File: config.mk
export PLATFORM = sky130hd
export DESIGN_NAME = res_mode_sequencer
export DESIGN_NICKNAME = d
export VERILOG_FILES = /design/src/rtl/res_seq_pkg.sv /design/src/rtl/sync_edge.sv /design/src/rtl/res_mode_sequencer.sv
export SDC_FILE = /design/constraint.sdc
export NUM_CORES = 1
export LEC_CHECK = 0
export CAP_MARGIN = 0
export CORE_MARGIN = 1.5
export CORE_UTILIZATION = 45
export CTS_BUF_LIST = sky130_fd_sc_hd__clkbuf_8
export CTS_CLUSTER_SIZE = 25
export DETAILED_ROUTE_END_ITERATION = 6
export DONT_BUFFER_PORTS = 1
export PLACE_DENSITY_LB_ADDON = 0.25
export RECOVER_POWER = 100
export SYNTH_ARGS = -nofsm -noshare
export SYNTH_HDL_FRONTEND = slang
export SYNTH_SLANG_ARGS = --single-unit
File: constraint.sdc
create_clock -name clk -period 2.1 [get_ports clk]
set_input_delay 0.63 -clock clk [delete_from_list [all_inputs] [get_ports clk]]
set_output_delay 0.63 -clock clk [all_outputs]
set_load 0.02 [all_outputs]
File: src/rtl/res_seq_pkg.sv
// Shared state encoding, size codes and mode normalisation for the
// resolution-mode sequencer.
package res_seq_pkg;

   typedef enum logic [2:0] {
      INIT     = 3'd0,
      IDLE     = 3'd1,
      ALIGN    = 3'd2,
      RESEND   = 3'd3,
      CFG_WAIT = 3'd4,
      FLUSH    = 3'd5,
      SHOW     = 3'd6
   } seq_state_t;

   localparam logic [1:0] SIZE_640 = 2'b00;
   localparam logic [1:0] SIZE_320 = 2'b01;
   localparam logic [1:0] SIZE_160 = 2'b10;

   localparam int unsigned TMO_W     = 22;
   localparam int unsigned FRAME_W   = 4;
   localparam int unsigned RS_W      = 8;
   localparam int unsigned RETRY_MAX = 2;

   // The unused 11 button combination is served as the smallest mode.
   function automatic logic [1:0] normalise(input logic [1:0] mode);
      case (mode)
         SIZE_640, SIZE_320, SIZE_160: return mode;
         default:                      return SIZE_160;
      endcase
   endfunction

endpackage

File: src/rtl/sync_edge.sv
// N-stage level synchroniser followed by an edge detector producing
// single-cycle rise/fall pulses. STAGES=0 bypasses the synchroniser for
// signals already in the clk domain.
module sync_edge #(
   parameter int unsigned STAGES  = 2,
   parameter logic        RST_VAL = 1'b0
) (
   input  logic clk,
   input  logic rst,
   input  logic din,
   output logic level,
   output logic rise,
   output logic fall
);

   logic prev_d;
   logic prev_q;

   generate
      if (STAGES == 0) begin : g_direct
         assign level = din;
      end else begin : g_sync
         logic [STAGES-1:0] sync_d;
         logic [STAGES-1:0] sync_q;

         // Shift the asynchronous input through the synchroniser chain.
         always_comb begin
            sync_d[0] = din;
            for (int unsigned i = 1; i < STAGES; i++) begin
               sync_d[i] = sync_q[i-1];
            end
         end

         // Synchroniser flops.
         always_ff @(posedge clk) begin
            if (rst) begin
               sync_q <= {STAGES{RST_VAL}};
            end else begin
               sync_q <= sync_d;
            end
         end

         assign level = sync_q[STAGES-1];
      end
   endgenerate

   // Previous-level next state for the edge detector.
   always_comb begin
      prev_d = level;
   end

   // Edge detector history flop.
   always_ff @(posedge clk) begin
      if (rst) begin
         prev_q <= RST_VAL;
      end else begin
         prev_q <= prev_d;
      end
   end

   assign rise = level & ~prev_q;
   assign fall = ~level & prev_q;

endmodule

File: src/rtl/res_mode_sequencer.sv
// Resolution-mode sequencer: aligns size changes to VGA frame boundaries,
// gates capture/display, pulses camera reconfiguration and re-enables the
// display once SETTLE_FRAMES clean camera frames have been written.
// Optional macro RES_SEQ_CFG_TIMEOUT_EN adds a config timeout with retries
// and a sticky cfg_error output.
module res_mode_sequencer
   import res_seq_pkg::*;
#(
   parameter int unsigned SETTLE_FRAMES = 2,
   parameter int unsigned RESEND_LEN    = 4,
   parameter int unsigned CFG_TIMEOUT   = 2500000
) (
   input  logic       clk,
   input  logic       rst,
   input  logic [1:0] mode_req,
   input  logic       vga_vsync,
   input  logic       cam_vsync,
   input  logic       config_finished,
   output logic [1:0] size_select,
   output logic       capture_en,
   output logic       display_en,
   output logic       resend,
   output logic       busy
`ifdef RES_SEQ_CFG_TIMEOUT_EN
   ,
   output logic       cfg_error
`endif
);

   localparam logic [TMO_W-1:0]   TMO_LIMIT  = TMO_W'(CFG_TIMEOUT);
   localparam logic [RS_W-1:0]    RS_LAST    = RS_W'(RESEND_LEN - 1);
   localparam logic [FRAME_W:0]   SETTLE_CNT = (FRAME_W+1)'(SETTLE_FRAMES);

   logic cam_level, cam_fs, cam_fe;
   logic cfg_sync, cfg_rise, cfg_fall;
   logic vga_level, vga_rise, vga_fs;

   seq_state_t         state_d, state_q;
   logic [1:0]         size_d, size_q;
   logic [1:0]         pending_d, pending_q;
   logic               cap_d, cap_q;
   logic               disp_d, disp_q;
   logic               resend_d, resend_q;
   logic               busy_d, busy_q;
   logic [RS_W-1:0]    rs_cnt_d, rs_cnt_q;
   logic [FRAME_W-1:0] frame_cnt_d, frame_cnt_q;
   logic               seen_low_d, seen_low_q;
`ifdef RES_SEQ_CFG_TIMEOUT_EN
   logic [TMO_W-1:0]   tmo_cnt_d, tmo_cnt_q;
   logic [1:0]         retry_d, retry_q;
   logic               err_d, err_q;
`endif

   sync_edge #(.STAGES(2), .RST_VAL(1'b0)) u_cam_sync (
      .clk   (clk),
      .rst   (rst),
      .din   (cam_vsync),
      .level (cam_level),
      .rise  (cam_fs),
      .fall  (cam_fe)
   );

   sync_edge #(.STAGES(2), .RST_VAL(1'b0)) u_cfg_sync (
      .clk   (clk),
      .rst   (rst),
      .din   (config_finished),
      .level (cfg_sync),
      .rise  (cfg_rise),
      .fall  (cfg_fall)
   );

   sync_edge #(.STAGES(0), .RST_VAL(1'b1)) u_vga_edge (
      .clk   (clk),
      .rst   (rst),
      .din   (vga_vsync),
      .level (vga_level),
      .rise  (vga_rise),
      .fall  (vga_fs)
   );

   logic unused_sigs;
`ifdef RES_SEQ_CFG_TIMEOUT_EN
   assign unused_sigs = ^{vga_level, vga_rise, cam_level};
`else
   assign unused_sigs = ^{vga_level, vga_rise, cam_level, TMO_LIMIT};
`endif

   // Next-state and next-output logic for the sequencing FSM.
   always_comb begin
      state_d     = state_q;
      size_d      = size_q;
      pending_d   = normalise(mode_req);
      cap_d       = cap_q;
      disp_d      = disp_q;
      resend_d    = resend_q;
      rs_cnt_d    = rs_cnt_q;
      frame_cnt_d = frame_cnt_q;
      seen_low_d  = seen_low_q;
`ifdef RES_SEQ_CFG_TIMEOUT_EN
      retry_d     = retry_q;
      err_d       = err_q;
      tmo_cnt_d   = tmo_cnt_q;
      if ((state_q == INIT || state_q == CFG_WAIT) && (tmo_cnt_q != '1)) begin
         tmo_cnt_d = tmo_cnt_q + 1'b1;
      end
`endif

      unique case (state_q)
         INIT: begin
            if (cfg_sync) begin
               cap_d       = 1'b0;
               frame_cnt_d = '0;
               state_d     = FLUSH;
            end
`ifdef RES_SEQ_CFG_TIMEOUT_EN
            else if (tmo_cnt_q >= TMO_LIMIT) begin
               err_d       = 1'b1;
               cap_d       = 1'b0;
               frame_cnt_d = '0;
               state_d     = FLUSH;
            end
`endif
         end

         IDLE: begin
            cap_d  = 1'b1;
            disp_d = 1'b1;
            if (pending_q != size_q) begin
               state_d = ALIGN;
            end
         end

         ALIGN: begin
            if (vga_fs) begin
               disp_d   = 1'b0;
               cap_d    = 1'b0;
               size_d   = pending_q;
               resend_d = 1'b1;
               rs_cnt_d = '0;
`ifdef RES_SEQ_CFG_TIMEOUT_EN
               retry_d  = '0;
`endif
               state_d  = RESEND;
            end
         end

         RESEND: begin
            if (rs_cnt_q == RS_LAST) begin
               resend_d   = 1'b0;
               // A config line already low on entry counts as the fall.
               seen_low_d = ~cfg_sync;
`ifdef RES_SEQ_CFG_TIMEOUT_EN
               tmo_cnt_d  = '0;
`endif
               state_d    = CFG_WAIT;
            end else begin
               rs_cnt_d = rs_cnt_q + 1'b1;
            end
         end

         CFG_WAIT: begin
            if (cfg_fall) begin
               seen_low_d = 1'b1;
            end
            if (seen_low_q && cfg_rise) begin
               frame_cnt_d = '0;
               state_d     = FLUSH;
            end
`ifdef RES_SEQ_CFG_TIMEOUT_EN
            else if (tmo_cnt_q >= TMO_LIMIT) begin
               if (retry_q < 2'(RETRY_MAX)) begin
                  retry_d  = retry_q + 1'b1;
                  resend_d = 1'b1;
                  rs_cnt_d = '0;
                  state_d  = RESEND;
               end else begin
                  err_d       = 1'b1;
                  frame_cnt_d = '0;
                  state_d     = FLUSH;
               end
            end
`endif
         end

         FLUSH: begin
            if (!cap_q) begin
               if (cam_fs) begin
                  cap_d       = 1'b1;
                  frame_cnt_d = '0;
               end
            end else if (cam_fe) begin
               if (frame_cnt_q != '1) begin
                  frame_cnt_d = frame_cnt_q + 1'b1;
               end
               if (({1'b0, frame_cnt_q} + 1'b1) >= SETTLE_CNT) begin
                  state_d = SHOW;
               end
            end
         end

         SHOW: begin
            if (vga_fs) begin
               disp_d  = 1'b1;
               state_d = IDLE;
            end
         end

         default: begin
            state_d = INIT;
         end
      endcase

      busy_d = (state_d != IDLE);
   end

   // State and registered outputs.
   always_ff @(posedge clk) begin
      if (rst) begin
         state_q     <= INIT;
         size_q      <= SIZE_640;
         pending_q   <= SIZE_640;
         cap_q       <= 1'b0;
         disp_q      <= 1'b0;
         resend_q    <= 1'b0;
         busy_q      <= 1'b1;
         rs_cnt_q    <= '0;
         frame_cnt_q <= '0;
         seen_low_q  <= 1'b0;
`ifdef RES_SEQ_CFG_TIMEOUT_EN
         tmo_cnt_q   <= '0;
         retry_q     <= '0;
         err_q       <= 1'b0;
`endif
      end else begin
         state_q     <= state_d;
         size_q      <= size_d;
         pending_q   <= pending_d;
         cap_q       <= cap_d;
         disp_q      <= disp_d;
         resend_q    <= resend_d;
         busy_q      <= busy_d;
         rs_cnt_q    <= rs_cnt_d;
         frame_cnt_q <= frame_cnt_d;
         seen_low_q  <= seen_low_d;
`ifdef RES_SEQ_CFG_TIMEOUT_EN
         tmo_cnt_q   <= tmo_cnt_d;
         retry_q     <= retry_d;
         err_q       <= err_d;
`endif
      end
   end

   assign size_select = size_q;
   assign capture_en  = cap_q;
   assign display_en  = disp_q;
   assign resend      = resend_q;
   assign busy        = busy_q;
`ifdef RES_SEQ_CFG_TIMEOUT_EN
   assign cfg_error   = err_q;
`endif

endmodule

==> results.txt, run 1 <==
- Largest net degree at the start of global routing: 26
- Fraction of post-synthesis cell area in the top cell type by area: 41.1%
- In the final layout, flip-flops and latches occupy slightly above 600 um2.
- Counting flops with an async set or reset pin after synthesis yields a share of 0%.
* Height of the die: 60.9 um
- The congestion estimate from routability-driven global placement came to about 0.8.
- The worst register-to-register path begins at frame_cnt_q[0].
- In this run the post-CTS setup repair buffer count came out at 0.
- Fraction of layout instances using a drive strength above 1: 6.15%
- The worst setup path is launched from a flop.
* Upper clock frequency limit: 0.565 GHz
* Buffer cell driving the clock tree root: sky130_fd_sc_hd__clkbuf_8
- Before antenna repair, the detailed router went through 4 iterations.
- Antenna cell count: 0
* Final setup violation count: 0
- For the pin with the worst max-slew slack, the measured transition is between 0.4 and 0.5 ns.
- Largest fanout of any net on the critical path: 6
- Core Rows: 20
* Worst voltage drop across the vdd grid: approximately 0.47 mV
- At the end of the flow, the number of nets in the layout was 188.
- Worst Clk Skew: between 0.002 and 0.0025 ns
* Total grt overflow: 0
* I/O pin count: 13
- Deepest clock path buffer count: 2
* Final critical-path required period: approximately 1.8 ns
* Worst-case headroom to the max-slew limit: about two thirds
* Sink count of the clock tree: 31
* Final worst setup slack: approximately 0.33 ns
- Power per cell area: ~770 nW/um2
- Pre-CTS setup slack: between 0.4 and 0.5 ns
- The number of nets in the synthesized netlist is ~190.
- Number of buffer cells added on primary ports: 0
- In the synthesized netlist, the number of instances is about 180.
* Capture instance of the worst register-to-register path: frame_cnt_q[3]
- For this configuration, the core starts out at a cell density of roughly 48%.
- The first global-routing pass estimated 4.84 mm of wire.
- Flop-to-flop setup slack: approximately 0.33 ns
- Detailed-route DRC error count: 0
* Detail Placement HPWL: approximately 2.0 mm
- Once placement completed, the tool counted placed cells totaling 215.
- Synth area leaders: sky130_fd_sc_hd__dfxtp_1 41%, sky130_fd_sc_hd__nor2_1 5.7%, sky130_fd_sc_hd__nor2b_1 5.0%, sky130_fd_sc_hd__a21oi_1 4.0%, sky130_fd_sc_hd__o21ai_0 3.3%
- The worst setup path is of the flop to flop kind.
- TritonCTS built the clock tree.
- Per-cell via count in the routed design: 5.44
- The routed layout has ~1200 vias.
- Area growth from synthesis to final layout: 6.14%
- The most critical setup path has its endpoint at frame_cnt_q[3].
- At the end of the flow the core is filled with cells to approximately 50%.
- Number of violations of the max-capacitance limit: 0
* Number of antenna violations at the first check in global routing: 0
- Tracing the worst setup path back leads to its startpoint at frame_cnt_q[0].
- The core region is approximately 3100 um2.
- The detailed router finished its first iteration with 90 violations.
* Resized Gates After CTS: 0
- Sort of element at the end of the critical path: flop
- In the final timing run, aggregate negative setup slack is 0 ns.
- The flow ran to the end, and the final reports show no timing, DRC or antenna violations.
- STA puts the critical path data arrival time at 1.98 ns.
* Clock transition at the registers of the reported paths: ~0.060 ns
- A synthesized cell averages ~8.6 um2.
* P_leak: ~0.56 nW
- Type of the most critical hold path: input port to flop
- Data required time at the worst endpoint: ~2.3 ns
- Setup repair after global routing left no endpoint under its margin.
* Yosys top cell by area: sky130_fd_sc_hd__dfxtp_1
- Global-route usage over all layers: a little under a fifth
- Share of the yosys chip area belonging to registers: 41.1%
* Floorplan die area: between 3000 and 4000 um2
- Cts bufs inserted: 5
- Cell area after technology mapping: roughly 1500 um2
* Die Wd: a little over 60 um
- The number of global-route vias before repair is roughly 1100.
- In this run the most critical hold path is launched from rst.
* Post-synth EDFFs: 0
- Number of standard cells in the final layout excluding fillers: approximately 220
- At the later pin of the worst-skew pair, clock insertion delay measures between 0.2 and 0.3 ns.
- The filler cells instantiated in the layout total a little over 300.
* Post-CTS Hold Fix Bufs: 0
- After synthesis the netlist holds a flip-flop and latch count of 31.
* Pins Over Slew Limit: 0
* Routed wire length: 2.82 mm
- Counting distinct cell types in the post-synthesis netlist gives between 40 and 50.
* Main flop type after synthesis: sky130_fd_sc_hd__dfxtp_1
* Footprint of the multi-input gates: between 800 and 900 um2
* Final period utilization: 84.4%
- Average wire per standard cell: around 13 um
* Total power consumption of the routed design: approximately 1.2 mW
- Antenna Violating Nets Remaining: 0
* H-Tree Level Count: 2
- Count of yosys warnings during synthesis: 0
- The count of final hold-check violations was 0.
- Worst R2R Path Depth: 6
[layer usage]
layer	track usage, %	up-vias	wire length (um)
li1	-	619	-
met4	10.6	0	51
met3	8.10	5	200
met1	23.5	552	1370
met2	25.5	37	1200
met5	0	-	0
[stage by stage]
step | cell area, um2 | hold slack (ns)
final | 1600 | 0.406
after global routing | 1600 | 0.388
after CTS | 1620 | 0.400
after detailed placement | 1540 | 0.425
after global placement | 1540 | 0.417
after floorplan | 1510 | 0.414
[synth_stat cells (4+ instances only)]
cell type                  instances
sky130_fd_sc_hd__a21oi_1          12
sky130_fd_sc_hd__dfxtp_1          31
sky130_fd_sc_hd__nand2_1          10
sky130_fd_sc_hd__nand2b_1          7
sky130_fd_sc_hd__nand3_1           6
sky130_fd_sc_hd__nor2_1           23
sky130_fd_sc_hd__nor2b_1          12
sky130_fd_sc_hd__o21ai_0          10
sky130_fd_sc_hd__xor2_1            4
[placed cells by master, fill, tap and decap left out, types with 2 or more instances in the layout]
cell                       Yosys  layout
sky130_fd_sc_hd__or3_1         3       3
sky130_fd_sc_hd__nor2b_1      12      12
sky130_fd_sc_hd__nand2_1      10      10
sky130_fd_sc_hd__clkbuf_8      0       5
sky130_fd_sc_hd__inv_1         3       4
sky130_fd_sc_hd__mux2i_1       3       3
sky130_fd_sc_hd__o21ai_0      10      10
sky130_fd_sc_hd__xnor2_1       2       2
sky130_fd_sc_hd__nor3_1        3       4
sky130_fd_sc_hd__a211oi_1      2       2
sky130_fd_sc_hd__a21o_1        2       2
sky130_fd_sc_hd__a31oi_1       3       3
sky130_fd_sc_hd__xor2_1        4       4
sky130_fd_sc_hd__nand4_1       3       3
sky130_fd_sc_hd__ha_1          3       3
sky130_fd_sc_hd__and2b_1       2       2
sky130_fd_sc_hd__dfxtp_1      31      31
sky130_fd_sc_hd__nand2b_1      7       7
sky130_fd_sc_hd__and2_0        0       2
sky130_fd_sc_hd__nand3b_1      2       2
sky130_fd_sc_hd__nand3_1       6       6
sky130_fd_sc_hd__a21oi_1      12      14
sky130_fd_sc_hd__nor2_1       23      23
[how the worst min path moves through the flow]
stage                     slack (ns)                     endpoint  cells past startpoint
after detailed placement        0.43  u_cam_sync.g_sync.sync_q[1]                      1
final                           0.41                   display_en                      1
after global routing            0.39                   seen_low_q                      1
after floorplan                 0.41  u_cam_sync.g_sync.sync_q[1]                      1
after global placement          0.42  u_cam_sync.g_sync.sync_q[1]                      1
after CTS                       0.40                   display_en                      1
[registers in the layout, indices dropped and copies added (netlist names)]
name,flops
u_cam_sync.g_sync.sync_q,2
u_cam_sync.prev_q,1
seen_low_q,1
display_en,1
resend,1
busy,1
size_select,2
u_cfg_sync.g_sync.sync_q,2
u_vga_edge.prev_q,1
u_cfg_sync.prev_q,1
pending_q,2
capture_en,1
rs_cnt_q,8
frame_cnt_q,4
state_q,3
[worst max-delay path, cell delays in order (launching register included)]
cell                      delay (ns)
sky130_fd_sc_hd__dfxtp_1        0.36
sky130_fd_sc_hd__ha_1           0.25
sky130_fd_sc_hd__and2_0         0.18
sky130_fd_sc_hd__a21oi_1        0.30
sky130_fd_sc_hd__nand4_1        0.16
sky130_fd_sc_hd__or3_1          0.32
sky130_fd_sc_hd__a31oi_1        0.12
[power breakdown]
part	internal, mW	switching (mW)
Sequential	0.615	0.0529
Clock	0.226	0.220
Combinational	0.0537	0.0573
[cell type report]
cell class                 instances  share of cell area (%)
multi-input combinational        135                    51.1
tap                               44                    3.44
inverter                           3                   0.703
clock buffer                       5                    4.30
clock inverter                     3                    1.02
sequential                        31                    38.7
timing repair buffer               2                   0.703
[cells by family after synthesis]
group | Yosys count | synth area share, %
compound gates | 41 | 17.5
xor+xnor | 6 | 3.48
fa+ha+maj | 3 | 2.49
buf+inv | 10 | 3.40
flops | 31 | 41.1
mux | 4 | 2.74
simple gates | 81 | 29.3
(Power assumes the default switching activity.)
==> inputs of run 2 (changes only) <==
clock period = 1.5 ns   (was 2.1 ns; I/O delays follow)
==> results.txt, run 2 (synthesis gave the netlist of run 1 again) <==
* Count of routing violations after the opening detailed-route iteration: 75
* Critical Path Stages: 6
* Most frequent cells in the layout: 25 x sky130_fd_sc_hd__dfxtp_1, 23 x sky130_fd_sc_hd__nor2_1, 12 x sky130_fd_sc_hd__a21oi_1, 12 x sky130_fd_sc_hd__buf_4, 11 x sky130_fd_sc_hd__nor2b_1
- Counting instances, the worst hold path has a depth of 1.
- Number of buffer cells added on primary ports: 0
- I/O pin count: 13
- Setup violations remaining at the end of the flow were counted as 0.
- At the end of the flow, the number of nets in the layout was 202.
* Total iterations of the first detailed-routing run: 5
- Power per cell area: approximately 1100 nW/um2
* Final period utilization: around 98%
- Measured in cells, the most critical reg-to-reg path has a length of 6.
- Detail Placement HPWL: 2.22 mm
- Timing would allow up to 0.682 GHz.
- Worst Clk Skew: between 0.002 and 0.0025 ns
* Largest net degree at the start of global routing: 26
* Largest fanout of any net on the critical path: 4
* Setup repair after global routing missed its margin: yes
- Source of the worst register-to-register timing path: frame_cnt_q[1]
* Hold Fails Final Rpt: 0
- Data required time at the worst endpoint: roughly 1.7 ns
- Detailed-route DRC error count: 0
- In this run the clock root is driven by a sky130_fd_sc_hd__clkbuf_8.
- Type of the most critical hold path: input port to flop
- Sort of element at the end of the critical path: flop
- Critical path buffers and inverters: 0
- Tracing the worst setup path back leads to its startpoint at frame_cnt_q[1].
- In the final layout, the registers with the most flip-flops are rs_cnt_q (8), frame_cnt_q (4), state_q (3).
- Measured against its own limit, the worst slew margin works out to between 70% and 80%.
- Total power for the finished layout comes to 1.94 mW.
- The core region is between 3000 and 4000 um2.
- The analysis attributes to cell leakage a power of 0.640 nW.
- Adding up every negative setup slack in the final design gives 0 ns.
* CP max stage cell: sky130_fd_sc_hd__dfxtp_2
* Floorplan die area: around 3700 um2
- STA classifies the critical path startpoint as a flop.
* Final standard cell utilization of the core: between 50 and 60%
- From bottom edge to top edge, the die measures about 60 um.
- Clock transition at the registers of the reported paths: 0.07 ns
* Register name with the most flops: rs_cnt_q
* Initial Util: approximately 48%
* H-Tree Level Count: 2
- Pre-CTS setup slack: -0.0347 ns
* Number of antenna violations at the first check in global routing: 0
- TritonCTS built the clock tree.
- On the worst path, the slowest cell contributes a delay of between 0.3 and 0.4 ns.
- Number of global-route vias before repair: 1198
- Antenna Violating Nets Remaining: 0
- Category of the critical setup timing path: flop to flop
- Area growth from synthesis to final layout: 19.6%
- Routability-driven placement congestion ratio: roughly 0.8
- In the post-route analysis, the smallest setup slack over all paths is about 0.034 ns.
* Worst voltage drop across the vdd grid: ~0.87 mV
* Latest clock arrival within the worst-skew pair: 0.28 ns
- At the worst endpoint, the arrival time is ~1.7 ns.
- The clock net in this run drives a total of 31 sinks.
* Hold_sp: rst
- Dividing the detail-routed via count by the number of cells gives around 5.4.
- Flip-flop count of the largest register, all copies and words added: 8
- In this run, post-CTS hold repair placed 0 buffers.
- The number of pins with negative max-slew slack in the final report is 0.
- Fraction of layout instances using a drive strength above 1: 19.7%
* Family with the most delay on the worst path: simple AND/OR/NAND/NOR gates
- The first global-routing pass estimated roughly 5.2 mm of wire.
* Antenna cell count: 0
- Total number of vias: about 1300
* Global-route usage over all layers: approximately a fifth
- Deepest clock path buffer count: 2
- Core Rows: 20
- The flow ran to the end, and the final reports show no timing, DRC or antenna violations.
- Walking the worst path, the cells encountered are ha_4, and2_4, a21oi_4, nand4_1, or3_1, a31oi_1.
* Total grt overflow: 0
* Most frequent standard cell in the layout excluding fill and tap cells: sky130_fd_sc_hd__dfxtp_1
* Cts bufs inserted: 5
- After detailed routing, the average wire length per cell comes to approximately 13 um.
- Routed wire length: ~3.0 mm
- Number of violations of the max-capacitance limit: 0
- For the finished layout, the period the worst path requires is 1.47 ns.
- Slew @ Worst Pin: around 0.32 ns
- The die is between 60 and 70 um wide.
[run 2: power breakdown]
part	internal [mW]	switching [mW]
clock network	0.494	0.323
logic	0.101	0.108
registers	0.862	0.0538
[run 2: final cells by class]
class                   instances  area (um2)
fillers                       300        1320
inverters                       3        11.3
clock buffers                   5        68.8
repair buffers                 16         105
flip-flops and latches         31         628
well taps                      44        55.1
clock inverters                 3        43.8
multi-input cells             135         892
[run 2: final timing paths]
kind / endpoint / slack [ns]
worst max register to register: frame_cnt_q[3] / 0.03
worst min-delay path: rs_cnt_q[0] / 0.22
worst max-delay path: frame_cnt_q[3] / 0.03
worst min register to register: u_cfg_sync.g_sync.sync_q[1] / 0.44
[run 2: timing repair]
item                                    CTS  global route
resized for setup                         0            15
buffers inserted                          2             1
endpoints found under the setup margin    1            16
pin swaps                                 2             7
[run 2: per-stage QoR]
stage	instance area, um2	hold WS, ns	instances
after floorplan	1510	0.414	176
after global placement	1620	0.418	226
after detailed placement	1620	0.433	226
after CTS	1750	0.223	236
after global routing	1800	0.211	237
final	1800	0.224	237
[run 2: per-layer routing]
layer / vias to the layer above / share of wire (%) / GRT usage [%] / wire length, um
li1: 652 / - / - / -
met1: 592 / 45 / 24.1 / 1360
met2: 40 / 47 / 30.4 / 1440
met3: 6 / 5.7 / 5.76 / 173
met4: 0 / 2.0 / 9.32 / 61
met5: - / 0 / 0 / 0
==> inputs of run 3 (changes only) <==
TNS_END_PERCENT = 20   (was default)
==> results.txt, run 3 (synthesis gave the netlist of run 1 again) <==
* Result of the run: completed
* Most frequent cells in the layout: 25 x sky130_fd_sc_hd__dfxtp_1, 23 x sky130_fd_sc_hd__nor2_1, 12 x sky130_fd_sc_hd__nor2b_1, 12 x sky130_fd_sc_hd__a21oi_1, 11 x sky130_fd_sc_hd__buf_4
- rs_cnt_q holds more flip-flops than any other register.
* Final critical-path required period: ~1.5 ns
- Summing all multi-input logic gate instances after layout gives around 860 um2.
- CTS tree: built
* Total number of vias: approximately 1300
- Number of global-route vias before repair: roughly 1200
* Routed wire length: 3.01 mm
- Cts bufs inserted: 5
- The register with the most flip-flops in the layout has 8 of them.
- Worst Clk Skew: around 0.0032 ns
* Detailed-route DRC error count: 0
* CP Data Arrival Time: 1.69 ns
* Number of violations of the max-capacitance limit: 0
* Total iterations of the first detailed-routing run: 4
- CTS built an H-tree with a depth of 2.
- The layout has 305 filler cells.
- Final setup violation count: 0
- The number of pins with negative max-slew slack in the final report came to 0.
* Setup TNS: 0 ns
- Core Area: between 3000 and 4000 um2
- After detailed placement, the design holds a cell count of around 230.
- Setup repair after global routing could not meet its margin everywhere.
- Average wire per standard cell: roughly 13 um
- Buffer cell driving the clock tree root: sky130_fd_sc_hd__clkbuf_8
- Total grt overflow: 0
- Floorplan die area: 3710 um2
- Once detail routing completed, the nets flagged for antenna violations numbered 0.
- Latest clock arrival within the worst-skew pair: roughly 0.28 ns
- Data required time at the worst endpoint: about 1.7 ns
* I/O pin count: 13
- In this run, the number of DRC markers left after iteration 0 of detailed routing was 76.
* Global-route usage over all layers: between 10% and 20%
- Slew @ Worst Pin: 0.373 ns
- Sort of element at the end of the critical path: flop
- Number of standard cells in the final layout excluding fillers: around 240
- Antenna cell count: 0
- No sink is reached through more buffers than the 2 on the longest clock path.
- Sink count of the clock tree: 31
- Entering global routing, the biggest net connects 26 pins.
- Using the TritonRoute via totals, the vias-per-cell ratio works out to approximately 5.3.
- Cells with a size suffix above 1 make up between 10% and 20% of the layout.
* Final net count: about 200
* Upper clock frequency limit: between 0.6 and 0.7 GHz
- Height of the die: between 60 and 70 um
- Power per cell area: between 1000 and 1500 nW/um2
* Type of the most critical hold path: input port to flop
- The first global-routing pass estimated 5.21 mm of wire.
- Worst voltage drop across the vdd grid: 0.867 mV
- Number of antenna violations at the first check in global routing: 0
* Number of buffer cells added on primary ports: 0
- Summing all flip-flop and latch instances after layout gives 628 um2.
* Leading registers by flop count: rs_cnt_q (8), frame_cnt_q (4), state_q (3)
- The congestion estimate from routability-driven global placement came to roughly 0.80.
- After clock tree synthesis, the clock-pin slew on the worst setup and hold paths is 0.07 ns.
* Initial Util: around half
- Worst-case headroom to the max-slew limit: about three quarters
* Largest fanout of any net on the critical path: 4
- Area growth from synthesis to final layout: 16.9%
- After layout, the worst path uses between 90% and 100% of the clock period.
- Detail Placement HPWL: around 2.2 mm
- The floorplan step set the die width to slightly above 60 um.
* Core Rows: 20
- STA classifies the critical path startpoint as a flop.
- Most frequent standard cell in the layout excluding fill and tap cells: sky130_fd_sc_hd__dfxtp_1
- P_leak: 0.635 nW
* Category of the critical setup timing path: flop to flop
- Hold Fails Final Rpt: 0
==> run 3: cell count changes in the layout (fill, tap and decap cells not counted), sizes merged <==
| cell | delta |
|---|---|
| buf | -1 |
==> run 3: final timing paths <==
check	start	end	slack, ns	cells after the start
worst max register to register	frame_cnt_q[1]	frame_cnt_q[3]	0.03	6
worst max-delay path	frame_cnt_q[1]	frame_cnt_q[3]	0.03	6
worst min-delay path	rst	rs_cnt_q[0]	0.22	1
worst min register to register	u_cfg_sync.g_sync.sync_q[0]	u_cfg_sync.g_sync.sync_q[1]	0.44	1
==> run 3: per-stage QoR <==
step | cell area, um2 | worst slack, ns | power, mW | utilization [%] | hold slack [ns]
2_1_floorplan | 1510 | 0.0177 | 1.09 | - | 0.414
3_3_place_gp | 1620 | 0.0413 | 1.14 | 51.9 | 0.418
3_5_place_dp | 1620 | -0.0347 | 1.14 | 51.9 | 0.433
4_1_cts | 1750 | 0.00337 | 1.95 | 56.0 | 0.223
5_1_grt | 1760 | -0.0364 | 2.04 | 56.4 | 0.211
6_report | 1760 | 0.0269 | 1.94 | 56.4 | 0.223
==> run 3: where the power goes <==
group	internal, mW	leakage [nW]	switching, mW
clock	0.494	0.0581	0.325
combinational	0.101	0.321	0.107
sequential	0.862	0.255	0.0544
total	1.46	0.635	0.487
==> run 3: final cells by class <==
type / count / area share, %
multi-input cells: 135 / 48.7
flip-flops and latches: 31 / 35.6
repair buffers: 15 / 5.53
clock buffers: 5 / 3.90
well taps: 44 / 3.12
clock inverters: 3 / 2.48
inverters: 3 / 0.638
==> run 3: metal layers <==
layer | global-route usage [%] | vias to the layer above | wire, um
li1 | - | 647 | -
met1 | 24.1 | 571 | 1380
met2 | 30.4 | 37 | 1410
met3 | 5.76 | 4 | 170
met4 | 9.32 | 0 | 51
met5 | 0 | - | 0
==> run 3: repair_timing <==
item | 4_1_cts | 5_1_grt
hold buffers | 0 | 0
pin swaps | 2 | 5
endpoints found under the setup margin | 1 | 16
gates resized for setup | 0 | 11
buffers inserted | 2 | 0
==> run 3: worst max-delay path: stages (launching register included) <==
cell	delay, ns
sky130_fd_sc_hd__dfxtp_2	0.34
sky130_fd_sc_hd__ha_4	0.16
sky130_fd_sc_hd__and2_4	0.17
sky130_fd_sc_hd__a21oi_4	0.14
sky130_fd_sc_hd__nand4_1	0.13
sky130_fd_sc_hd__or3_1	0.32
sky130_fd_sc_hd__a31oi_1	0.15
